<file path="src/rtl/cgra_cfg_pkg.sv">
// rtl/cgra_cfg_pkg.sv - shared types and constants for the CGRA configuration sequencer
package cgra_cfg_pkg;

  localparam int DEF_WIDTH     = 120;
  localparam int DEF_NUM_PE    = 16;
  localparam int DEF_CTX_DEPTH = 16;

  typedef enum logic [2:0] {
    IDLE,
    LOAD,
    ARM,
    RUN,
    DONE
  } state_t;

  // One extra code point so an out-of-range PE index can reach the sequencer and be rejected.
  function automatic int pe_idx_w(input int n);
    return $clog2(n + 1);
  endfunction

endpackage

</file>
<file path="src/rtl/pe_slot_counters.sv">
// rtl/pe_slot_counters.sv - per-PE saturating context slot counters with indexed read
module pe_slot_counters
  import cgra_cfg_pkg::*;
#(
  parameter int NUM_PE = DEF_NUM_PE,
  parameter int CTX_DEPTH = DEF_CTX_DEPTH,
  localparam int IDX_W = pe_idx_w(NUM_PE),
  localparam int ADDR_W = $clog2(CTX_DEPTH),
  localparam int CNT_W = $clog2(CTX_DEPTH + 1)
) (
  input  logic              clk,
  input  logic              rst,
  input  logic              clr,
  input  logic              inc,
  input  logic [IDX_W-1:0]  idx,
  output logic [ADDR_W-1:0] addr,
  output logic              full
);

  logic [CNT_W-1:0] cnt [NUM_PE];
  logic [CNT_W-1:0] cur;

  always_comb begin
    cur = '0;
    for (int i = 0; i < NUM_PE; i++) begin
      if (idx == IDX_W'(i)) cur = cnt[i];
    end
  end

  assign addr = cur[ADDR_W-1:0];
  assign full = (cur == CNT_W'(CTX_DEPTH));

  // Counters stop at CTX_DEPTH; a full cache never wraps back onto slot 0.
  always_ff @(posedge clk or posedge rst) begin
    if (rst) begin
      for (int i = 0; i < NUM_PE; i++) cnt[i] <= '0;
    end else begin
      for (int i = 0; i < NUM_PE; i++) begin
        if (clr) cnt[i] <= '0;
        else if (inc && !full && idx == IDX_W'(i)) cnt[i] <= cnt[i] + 1'b1;
      end
    end
  end

endmodule

</file>
<file path="src/rtl/cgra_config_sequencer.sv">
// rtl/cgra_config_sequencer.sv - loads PE context caches over the shared bus, then runs the array
module cgra_config_sequencer
  import cgra_cfg_pkg::*;
#(
  parameter int WIDTH = DEF_WIDTH,
  parameter int NUM_PE = DEF_NUM_PE,
  parameter int CTX_DEPTH = DEF_CTX_DEPTH,
  localparam int IDX_W = pe_idx_w(NUM_PE),
  localparam int ADDR_W = $clog2(CTX_DEPTH)
) (
  input  logic              CLK,
  input  logic              RST,
  input  logic              go,
  input  logic              abort,
  input  logic [7:0]        run_len,
  input  logic              cfg_valid,
  output logic              cfg_ready,
  input  logic [IDX_W-1:0]  cfg_pe,
  input  logic              cfg_last,
  input  logic [WIDTH:0]    cfg_data,
  output logic [WIDTH:0]    data,
  output logic [NUM_PE-1:0] pe_wr,
  output logic [ADDR_W-1:0] ctx_addr,
  output logic              start,
  output logic              busy,
  output logic              done,
  output logic              err
);

  state_t            state;
  logic [7:0]        run_len_q;
  logic [7:0]        run_cnt;
  logic [ADDR_W-1:0] slot_addr;
  logic              slot_full;
  logic              xfer;
  logic              drop;

  assign xfer = cfg_valid && cfg_ready;
  assign drop = (cfg_pe >= IDX_W'(NUM_PE)) || slot_full;

  pe_slot_counters #(
    .NUM_PE(NUM_PE),
    .CTX_DEPTH(CTX_DEPTH)
  ) u_slots (
    .clk(CLK),
    .rst(RST),
    .clr(state == IDLE),
    .inc(xfer && !drop && !abort),
    .idx(cfg_pe),
    .addr(slot_addr),
    .full(slot_full)
  );

  always_ff @(posedge CLK or posedge RST) begin
    if (RST) begin
      state     <= IDLE;
      data      <= '0;
      pe_wr     <= '0;
      ctx_addr  <= '0;
      start     <= 1'b0;
      busy      <= 1'b0;
      done      <= 1'b0;
      err       <= 1'b0;
      cfg_ready <= 1'b0;
      run_len_q <= '0;
      run_cnt   <= '0;
    end else begin
      pe_wr <= '0;
      done  <= 1'b0;
      if (abort) begin
        state     <= IDLE;
        start     <= 1'b0;
        busy      <= 1'b0;
        cfg_ready <= 1'b0;
      end else begin
        case (state)
          IDLE: begin
            if (go) begin
              state     <= LOAD;
              busy      <= 1'b1;
              cfg_ready <= 1'b1;
              err       <= 1'b0;
              run_len_q <= run_len;
            end
          end
          LOAD: begin
            if (xfer) begin
              if (drop) begin
                err <= 1'b1;
              end else begin
                data     <= cfg_data;
                pe_wr    <= NUM_PE'(1) << cfg_pe;
                ctx_addr <= slot_addr;
              end
              if (cfg_last) begin
                state     <= ARM;
                cfg_ready <= 1'b0;
              end
            end
          end
          ARM: begin
            if (run_len_q != 8'd0) begin
              state   <= RUN;
              start   <= 1'b1;
              run_cnt <= run_len_q;
            end else begin
              state <= DONE;
              done  <= 1'b1;
            end
          end
          RUN: begin
            if (run_cnt == 8'd1) begin
              state <= DONE;
              start <= 1'b0;
              done  <= 1'b1;
            end else begin
              run_cnt <= run_cnt - 8'd1;
            end
          end
          DONE: begin
            state <= IDLE;
            busy  <= 1'b0;
          end
          default: state <= IDLE;
        endcase
      end
    end
  end

endmodule

</file>
<file path="config.mk">
export PLATFORM = sky130hd
export DESIGN_NAME = cgra_config_sequencer
export DESIGN_NICKNAME = d
export VERILOG_FILES = /design/src/rtl/cgra_cfg_pkg.sv /design/src/rtl/pe_slot_counters.sv /design/src/rtl/cgra_config_sequencer.sv
export SDC_FILE = /design/constraint.sdc
export NUM_CORES = 1
export LEC_CHECK = 0
export CAP_MARGIN = 10
export CORE_MARGIN = 3
export CORE_UTILIZATION = 55
export CTS_CLUSTER_DIAMETER = 80
export CTS_CLUSTER_SIZE = 25
export DETAILED_ROUTE_END_ITERATION = 16
export PLACE_DENSITY = 0.9
export SLEW_MARGIN = 20
export SYNTH_ARGS = -nofsm -noshare
export SYNTH_HDL_FRONTEND = slang
export SYNTH_SLANG_ARGS = --single-unit
</file>
<file path="constraint.sdc">
create_clock -name CLK -period 19.6 [get_ports CLK]
set_input_delay 1.96 -clock CLK [delete_from_list [all_inputs] [get_ports CLK]]
set_output_delay 1.96 -clock CLK [all_outputs]
set_load 0.005 [all_outputs]
</file>
=== Word level (Yosys, flattened, before mapping) ===
Index checks and enable logic that the tools add are counted.

* Bits of input ports: 140
* Register bits: 245
* Output and inout bits: 146

* Bitwise operators: 2
* Multiplexer cells: 81
* Reduce and logical (&&, ||, !) cells: 56
* Magnitude comparators: 1
* $add $sub $neg: 17
* Eq/ne operators: 31
* Shift-type cells: 1

{| class="wikitable"
|+ Operators with widths
! kind !! number
|-
| $mux W5 || 48
|-
| $add A5 B1 Y5 const B || 16
|-
| $mux W16 || 4
|-
| $eq A5 B4 Y1 const B || 8
|-
| $reduce_bool A2 Y1 || 18
|-
| $eq A5 B3 Y1 const B || 4
|-
| $logic_and A1 B1 Y1 || 20
|-
| $mux W3 || 6
|-
| $mux W8 || 2
|-
| $pmux W8 S2 || 1
|-
| $reduce_and A4 Y1 || 4
|-
| $shl A1 B5 Y16 const A || 1
|-
| $ne A3 B3 Y1 const B || 5
|-
| $mux W1 || 14
|-
| $pmux W3 S4 || 1
|-
| $eq A5 B2 Y1 const B || 2
|-
| $ne A2 B2 Y1 const B || 5
|-
| $pmux W1 S2 || 5
|-
| $reduce_bool A3 Y1 || 3
|-
| $eq A8 B1 Y1 const B || 1
|-
| $reduce_bool A8 Y1 || 1
|-
| $sub A8 B1 Y8 const B || 1
|-
| $eq A3 B2 Y1 const B || 2
|-
| $reduce_and A3 Y1 || 2
|-
| 12 further kinds || 15
|}

=== Longest topological paths before layout ===
Gate-level depths: netlist (run 1).

* Depth after elaboration: 26
* Depth in mapped cells: 15
* Depth with buffers taken out: 8

=== Modules after synthesis ===
From an unflattened synthesis (run 1), not the netlist that was laid out.

* Cell total of the unflattened synthesis: 1,025
* Area, all modules: 11,867.6 µm²

{| class="wikitable"
|+ By module, submodules not included
! module !! area an instance (µm²) !! cells an instance !! times used
|-
| cgra_config_sequencer || 6,531.3 || 440 || 1
|-
| pe_slot_counters || 5,336.4 || 585 || 1
|}

=== Worst setup path before layout (run 1) ===
Ideal clock, no wire load.

* Path type: input to register
* From: input cfg_pe[4]
* To: register data[0]
* Stages on the path: 13
* Setup time: 0.125 ns
* Required time: 19.475 ns
* Path slack: 15.049 ns
* Data arrival time: 4.426 ns
* Path through: buf_6 or3b_1 clkbuf_2 or3_1 o2111ai_1 a211oi_2 nor4_2 and4_4 or3_1 buf_4 buf_12 buf_12 mux2_4

* Cells in the longest elaborated chain, start to end: 21
* Elaborated cells on any way between the ends: 37
* Those cells by class: order compare: 1; eq/ne: 16; mux: 16; bitwise: 1; reduce/logical: 3

{| class="wikitable"
|+ Ends and longest elaborated chain
! item !! line !! RTL
|-
| from (decl) || cgra_config_sequencer.sv:18 || <nowiki>input logic [IDX_W-1:0] cfg_pe,</nowiki>
|-
| $logic_not A5 Y1 || pe_slot_counters.sv:26 || <nowiki>if (idx == IDX_W'(i)) cur = cnt[i];</nowiki>
|-
| $mux W5 (16 in series) || pe_slot_counters.sv:26 ||
|-
| $eq A5 B5 Y1 || pe_slot_counters.sv:31 || <nowiki>assign full = (cur == CNT_W'(CTX_DEPTH));</nowiki>
|-
| $logic_or A1 B1 Y1 * || cgra_config_sequencer.sv:39 || <nowiki>assign drop = (cfg_pe >= IDX_W'(NUM_PE)) || slot_full;</nowiki>
|-
| $not A1 Y1 (no source line) * || n/a ||
|-
| $reduce_and A4 Y1 (no source line) * || n/a ||
|-
| to (signal assigned) || cgra_config_sequencer.sv:91 || <nowiki>data <= cfg_data;</nowiki>
|-
| to (decl) || cgra_config_sequencer.sv:21 || <nowiki>output logic [WIDTH:0] data,</nowiki>
|}

Every way passes the cells marked *; elsewhere a longest branch is shown, timed or not.
A chain may end at the register's enable or synchronous reset.

=== Worst setup path after layout (run 1) ===
* From: input cfg_pe[3]
* To: register data[89]

Same word-level chain as after synthesis.

==> results of run 1 <==
==> metal layers <==
metal / vias up / track usage (%) / routed length, um
met3: 75 / 5.63 / 2780
met2: 454 / 51.3 / 19100
met1: 5014 / 38.0 / 14500
met5: - / 0 / 0
met4: 0 / 9.25 / 1080
li1: 4540 / - / -
==> final cells by class <==
class	instances	area [um^2]
clock buffer	15	375
inverter	20	82.6
multi-input combinational	768	5660
tap	280	350
clock inverter	4	40.0
sequential	245	6130
fill	1475	6370
timing repair buffer	299	2950
==> Yosys cell counts (4+ instances only) <==
cell	count	area share [%]
nor3b_1	6	0.36
nand4_1	10	0.51
nand3b_1	9	0.55
or3_1	18	0.91
nor2b_1	14	0.71
nor4_1	8	0.40
o41ai_1	6	0.42
dfrtp_1	245	49
mux2i_1	19	1.5
clkbuf_1	32	0.97
xnor2_1	9	0.64
and3_1	8	0.40
buf_12	6	0.97
o31ai_1	35	2.1
o211ai_1	11	0.67
nor2_1	77	2.3
o21ai_0	35	1.4
buf_2	13	0.53
a22oi_1	5	0.30
nor3_1	27	1.1
nand2b_1	24	1.2
inv_1	19	0.58
mux2_4	46	5.6
nand4b_1	7	0.49
buf_4	16	0.97
ha_1	18	1.8
buf_6	9	0.82
or4_1	35	2.1
a211oi_1	4	0.24
nand2_1	73	2.2
mux2_2	87	7.9
nand3_1	38	1.5
a21oi_1	66	2.7
==> sequential cells by signal (all words and copies together) (netlist names), 3 cells and up <==
signal	cells
run_cnt	8
data	121
u_slots.cnt	80
ctx_addr	4
pe_wr	16
state	3
run_len_q	8
==> metrics by stage <==
stage	hold WS [ns]	power (W)	worst slack [ns]	cell area, um^2	utilization (%)
floorplan	0.473	0.00103	10.91	12400	-
CTS	0.513	0.00174	12.97	15600	71.0
global placement	0.487	0.00139	12.51	15200	69.1
detailed placement	0.491	0.00143	12.45	15200	69.1
global route	0.521	0.00181	12.64	15600	71.0
finish	0.513	0.00173	12.87	15600	71.0
==> kinds of logic (layout without fill, tap and decap cells) <==
family / Yosys count / count (layout) / share of synthesized area [%]
flip-flops: 245 / 245 / 49.5
adder cells (fa/ha/maj): 18 / 18 / 1.82
AND/OR/NAND/NOR: 381 / 381 / 16.9
buffers and inverters: 97 / 338 / 4.90
AO/OA/AOI/OAI: 206 / 206 / 11.0
multiplexers: 153 / 153 / 15.2
XOR/XNOR: 10 / 10 / 0.707
==> worst paths after layout <==
kind / startpoint / to / slack (ns) / depth (start not counted)
max in group asynchronous: RST / u_slots.cnt[70] / 16.09 / 3
min: data[68] / data[68] / 0.51 / 1
min in group asynchronous: RST / data[0] / 2.00 / 2
max: cfg_pe[3] / data[89] / 12.87 / 11
max reg2reg: u_slots.cnt[46] / data[89] / 15.06 / 10
min reg2reg: data[68] / data[68] / 0.51 / 1
==> report_power, final <==
group | switching [W] | internal [W]
combinational | 0.000271 | 0.000398
sequential | 0.0000976 | 0.000651
clock | 0.000173 | 0.000142
total | 0.000541 | 0.00119
==> flow_metrics.tcl, run 1 <==
set metrics [dict create \
    pin_count 286 \
    wl_per_cell_um 22.9 \
    fin_crit_sh_pct 34.4 \
    hp-class "register to register" \
    post_cts_resized 0 \
    postCtsSetupRepairBufs 0 \
    drive_gt1_share_pct 14.1 \
    vdd_ir_drop_max_mv 0.111 \
    path_class "input pin to register" \
    status "finished, final reports clean" \
    drc 0 \
    syn-num-nets 1268 \
    max_freq_mhz 149 \
    cp_num_buf_inv 3 \
    cp.arrival_ns 7.11 \
    ys_ff_latch 245 \
    yosysSeqAreaShare_pct 49.5 \
    cpMostUsedCell "buf_4" \
    final.setup.tns_ns 0 \
    stdcell_count 1631 \
    required_ns 19.98 \
    drt_first_pass_iters 5 \
    synth_ff_type "dfrtp_1" \
    die_h_um 156 \
    hold_viol 0 \
    antenna_found_initial 0 \
    dieArea_um2 24400 \
    final_cell_mix "clkdlybuf4s50_1 (284), dfrtp_1 (245), mux2_2 (87)" \
    final_common_cell "clkdlybuf4s50_1" \
    dieWidth_um 156 \
    num_vias 10100 \
    grt_usage_pct 29.7 \
    postRouteAntennaNets 0 \
    dp.cells 1612 \
    cts_tree "built" \
    cp_top_family "buffers and inverters" \
    grt_pass1_vias 10100 \
    postSynth.asyncResetShare_pct 100 \
    overflow 0 \
    setup_viol 0 \
    tightest_slew_ns 1.10 \
    clockBufferDepth 3 \
    dpl.hpwl_um 27000 \
    maxSlewHeadroom_pct 26.5 \
    clk_pin_slew_ns 0.10 \
    syn_inst 1110 \
    grt_first_pass_wirelength_um 57600 \
    grt_max_degree 111 \
    antenna_cells 0 \
    cts_root_buf "clkbuf_16" \
    startpoint_type "input pin" \
    worstSetupEndpointType "register" \
    fp-row-count 54 \
    cts_num_sinks 245 \
    cp_max_fo 80 \
    cp_slowest_cell "clkdlybuf4s50_1" \
    io_buffers 285 \
    rsz0062_at_grt "false" \
    core-area_um2 22000 \
    synth_edf_count 0 \
    cp_cell_sequence "clkdlybuf4s50_1 > nand2b_1 > or3_1 > a31oi_1 > o221ai_1 > a221oi_1 > and4_4 > or3_4 > buf_4 > buf_4 > mux2_2" \
    cts_inserted_buffers 14 \
    area_delta_synth_final_pct 25.9 \
    synth_cell_type_count 78 \
    yosysWarningCount 0 \
    htree_levels 1 \
    power_density_nw_per_um2 111 \
    vias_per_cell 6.18 \
    drv_slew 0 \
    period_needed_ns 6.73 \
    crit_path_max_incr_delay_ns 0.88 \
    wirelength_um 37400 \
    syn_avg_cell_area_um2 11.2 \
    fin_nets 1506 \
    synthesis.area_um2 12400 \
    place_congestion 0.979 \
    initial_core_util_pct 56.4 \
    drv_cap 0 \
    dr.first_iter.drc_count 1048 \
    finalClockSkew_ns 0.0197 \
    hold_buffers 0 \
    p_leak_nw 6.74 \
    insertion_delay_ns 0.50 \
]
(Power assumes the default switching activity.)
==> run 2: changes to the inputs <==
CORE_UTILIZATION = 46   (was 55)
PLACE_DENSITY = 0.8   (was 0.9)
clock period = 6.1 ns   (was 19.6 ns; I/O delays follow)
==> flow_metrics.tcl, run 2 (same netlist as run 1, synthesis figures left out) <==
set metrics [dict create \
    startpoint_type "input pin" \
    p_comb_share_pct 38.1 \
    setup_viol 0 \
    cts_root_buf "clkbuf_16" \
    drt_first_pass_iters 5 \
    cts_inserted_buffers 15 \
    maxSlewHeadroom_pct 31.8 \
    cts_tree "built" \
    clk_pin_slew_ns 0.10 \
    period_needed_ns 5.01 \
    core-area_um2 26300 \
    largest_reg_flops 121 \
    swShare_pct 30.7 \
    vdd_ir_drop_max_mv 0.255 \
    final_area_um2 15800 \
    fin_crit_sh_pct 82.2 \
    grt_max_degree 193 \
    final.setup.tns_ns 0 \
    num_vias 9938 \
    use_met3_pct 3.88 \
    grt_first_pass_wirelength_um 56200 \
    reg_top3 "data (121), u_slots.cnt (80), pe_wr (16)" \
    largest-register "data" \
    status "finished, final reports clean" \
    antenna_found_initial 0 \
    clockBufferDepth 3 \
    htree_levels 1 \
    postRouteAntennaNets 0 \
    initial_core_util_pct 47.1 \
    pin_count 286 \
    vias_per_cell 5.87 \
    p_seq_share_pct 42.6 \
    path_class "input pin to register" \
    num-fill-cells 2079 \
    drc 0 \
    grt_usage_pct 24.3 \
    post_dp_cell_area_um2 15300 \
    hold_viol 0 \
    area_delta_synth_final_pct 27.5 \
    fp-row-count 59 \
    insertion_delay_ns 0.50 \
    overflow 0 \
    power_frac_clock_pct 19.3 \
    grt_pass1_vias 9803 \
    dr.first_iter.drc_count 1064 \
    antenna_cells 0 \
    final-seq-area_um2 6130 \
    required_ns 6.49 \
    final_util_pct 60.1 \
    finalClockSkew_ns 0.0219 \
    power_density_nw_per_um2 354 \
    drive_gt1_share_pct 14.5 \
    cts_num_sinks 245 \
    hp-class "register to register" \
    met1_usage_pct 32.1 \
    postCtsSetupRepairBufs 0 \
    holdWs_ns 0.512 \
    dp_worst_setup_slack_ns 0.681 \
    cp_max_fo 42 \
    die_h_um 170 \
    met2_usage_pct 40.9 \
    place_congestion 1.01 \
    hold_buffers 0 \
    final_cell_mix "clkdlybuf4s50_1 (285), dfrtp_1 (245), mux2_2 (87)" \
    dpl.hpwl_um 26400 \
    dieArea_um2 28900 \
    multi_input_area_um2 5660 \
    top_usage_layer "met2" \
    wirelength_um 36600 \
    max_freq_mhz 199 \
    io_buffers 285 \
    p_leak_nw 6.81 \
    p_switching_w 0.00171 \
    post_cts_resized 0 \
    cp.arrival_ns 5.41 \
    wl_per_cell_um 21.6 \
    final_common_cell "clkdlybuf4s50_1" \
    intPower_w 0.00387 \
    tightest_slew_ns 1.02 \
    drv_cap 0 \
    dieWidth_um 170 \
    worstSetupEndpointType "register" \
    rsz0062_at_grt "false" \
    fin_nets 1511 \
    drv_slew 0 \
    finalWorstSetupSlack_ns 1.09 \
]
run 2: metal layers:
metal,routed length (um),up-vias
met5,0,-
met4,1390,0
met3,2530,74
met2,17800,383
met1,14900,4925
li1,-,4556
run 2: power groups by stage:
| stage | Sequential (W) | Combinational (W) | Clock, W |
|---|---|---|---|
| floorplan | 0.00240 | 0.000910 | 0 |
| finish | 0.00238 | 0.00213 | 0.00108 |
| CTS | 0.00238 | 0.00214 | 0.00111 |
| global route | 0.00244 | 0.00228 | 0.00116 |
| detailed placement | 0.00241 | 0.00214 | 0 |
| global placement | 0.00238 | 0.00209 | 0 |
run 2: layout make-up:
type                       count  area share, %
sequential                   245           38.8
multi-input combinational    768           35.8
timing repair buffer         303           19.2
tap                          335           2.65
clock buffer                  17           2.55
inverter                      20          0.499
clock inverter                 5          0.412
run 2: worst paths after layout:
kind                                 start              end  slack (ns)  cells past startpoint
setup / recovery                 cfg_pe[1]         data[53]        1.09                     11
max in group asynchronous              RST  u_slots.cnt[49]        4.60                      4
hold reg to reg                   data[52]         data[52]        0.51                      1
min in group asynchronous              RST        data[107]        0.63                      3
setup reg to reg           u_slots.cnt[46]         data[53]        2.28                      9
hold / removal                    data[52]         data[52]        0.51                      1
run 2: per-stage QoR:
stage / total power (W) / cells
after global routing: 0.00589 / 1693
after detailed placement: 0.00455 / 1670
after global placement: 0.00447 / 1670
after floorplan: 0.00331 / 1110
final: 0.00558 / 1693
after CTS: 0.00563 / 1692
run 2: critical path, stage by stage:
cell	delay, ns
clkdlybuf4s50_1	0.95
buf_4	0.34
or2_0	0.43
nor3_1	0.11
a2111oi_0	0.69
o2111ai_1	0.24
a21oi_1	0.24
and4_4	0.26
or3_4	0.39
buf_4	0.67
mux2_2	0.40
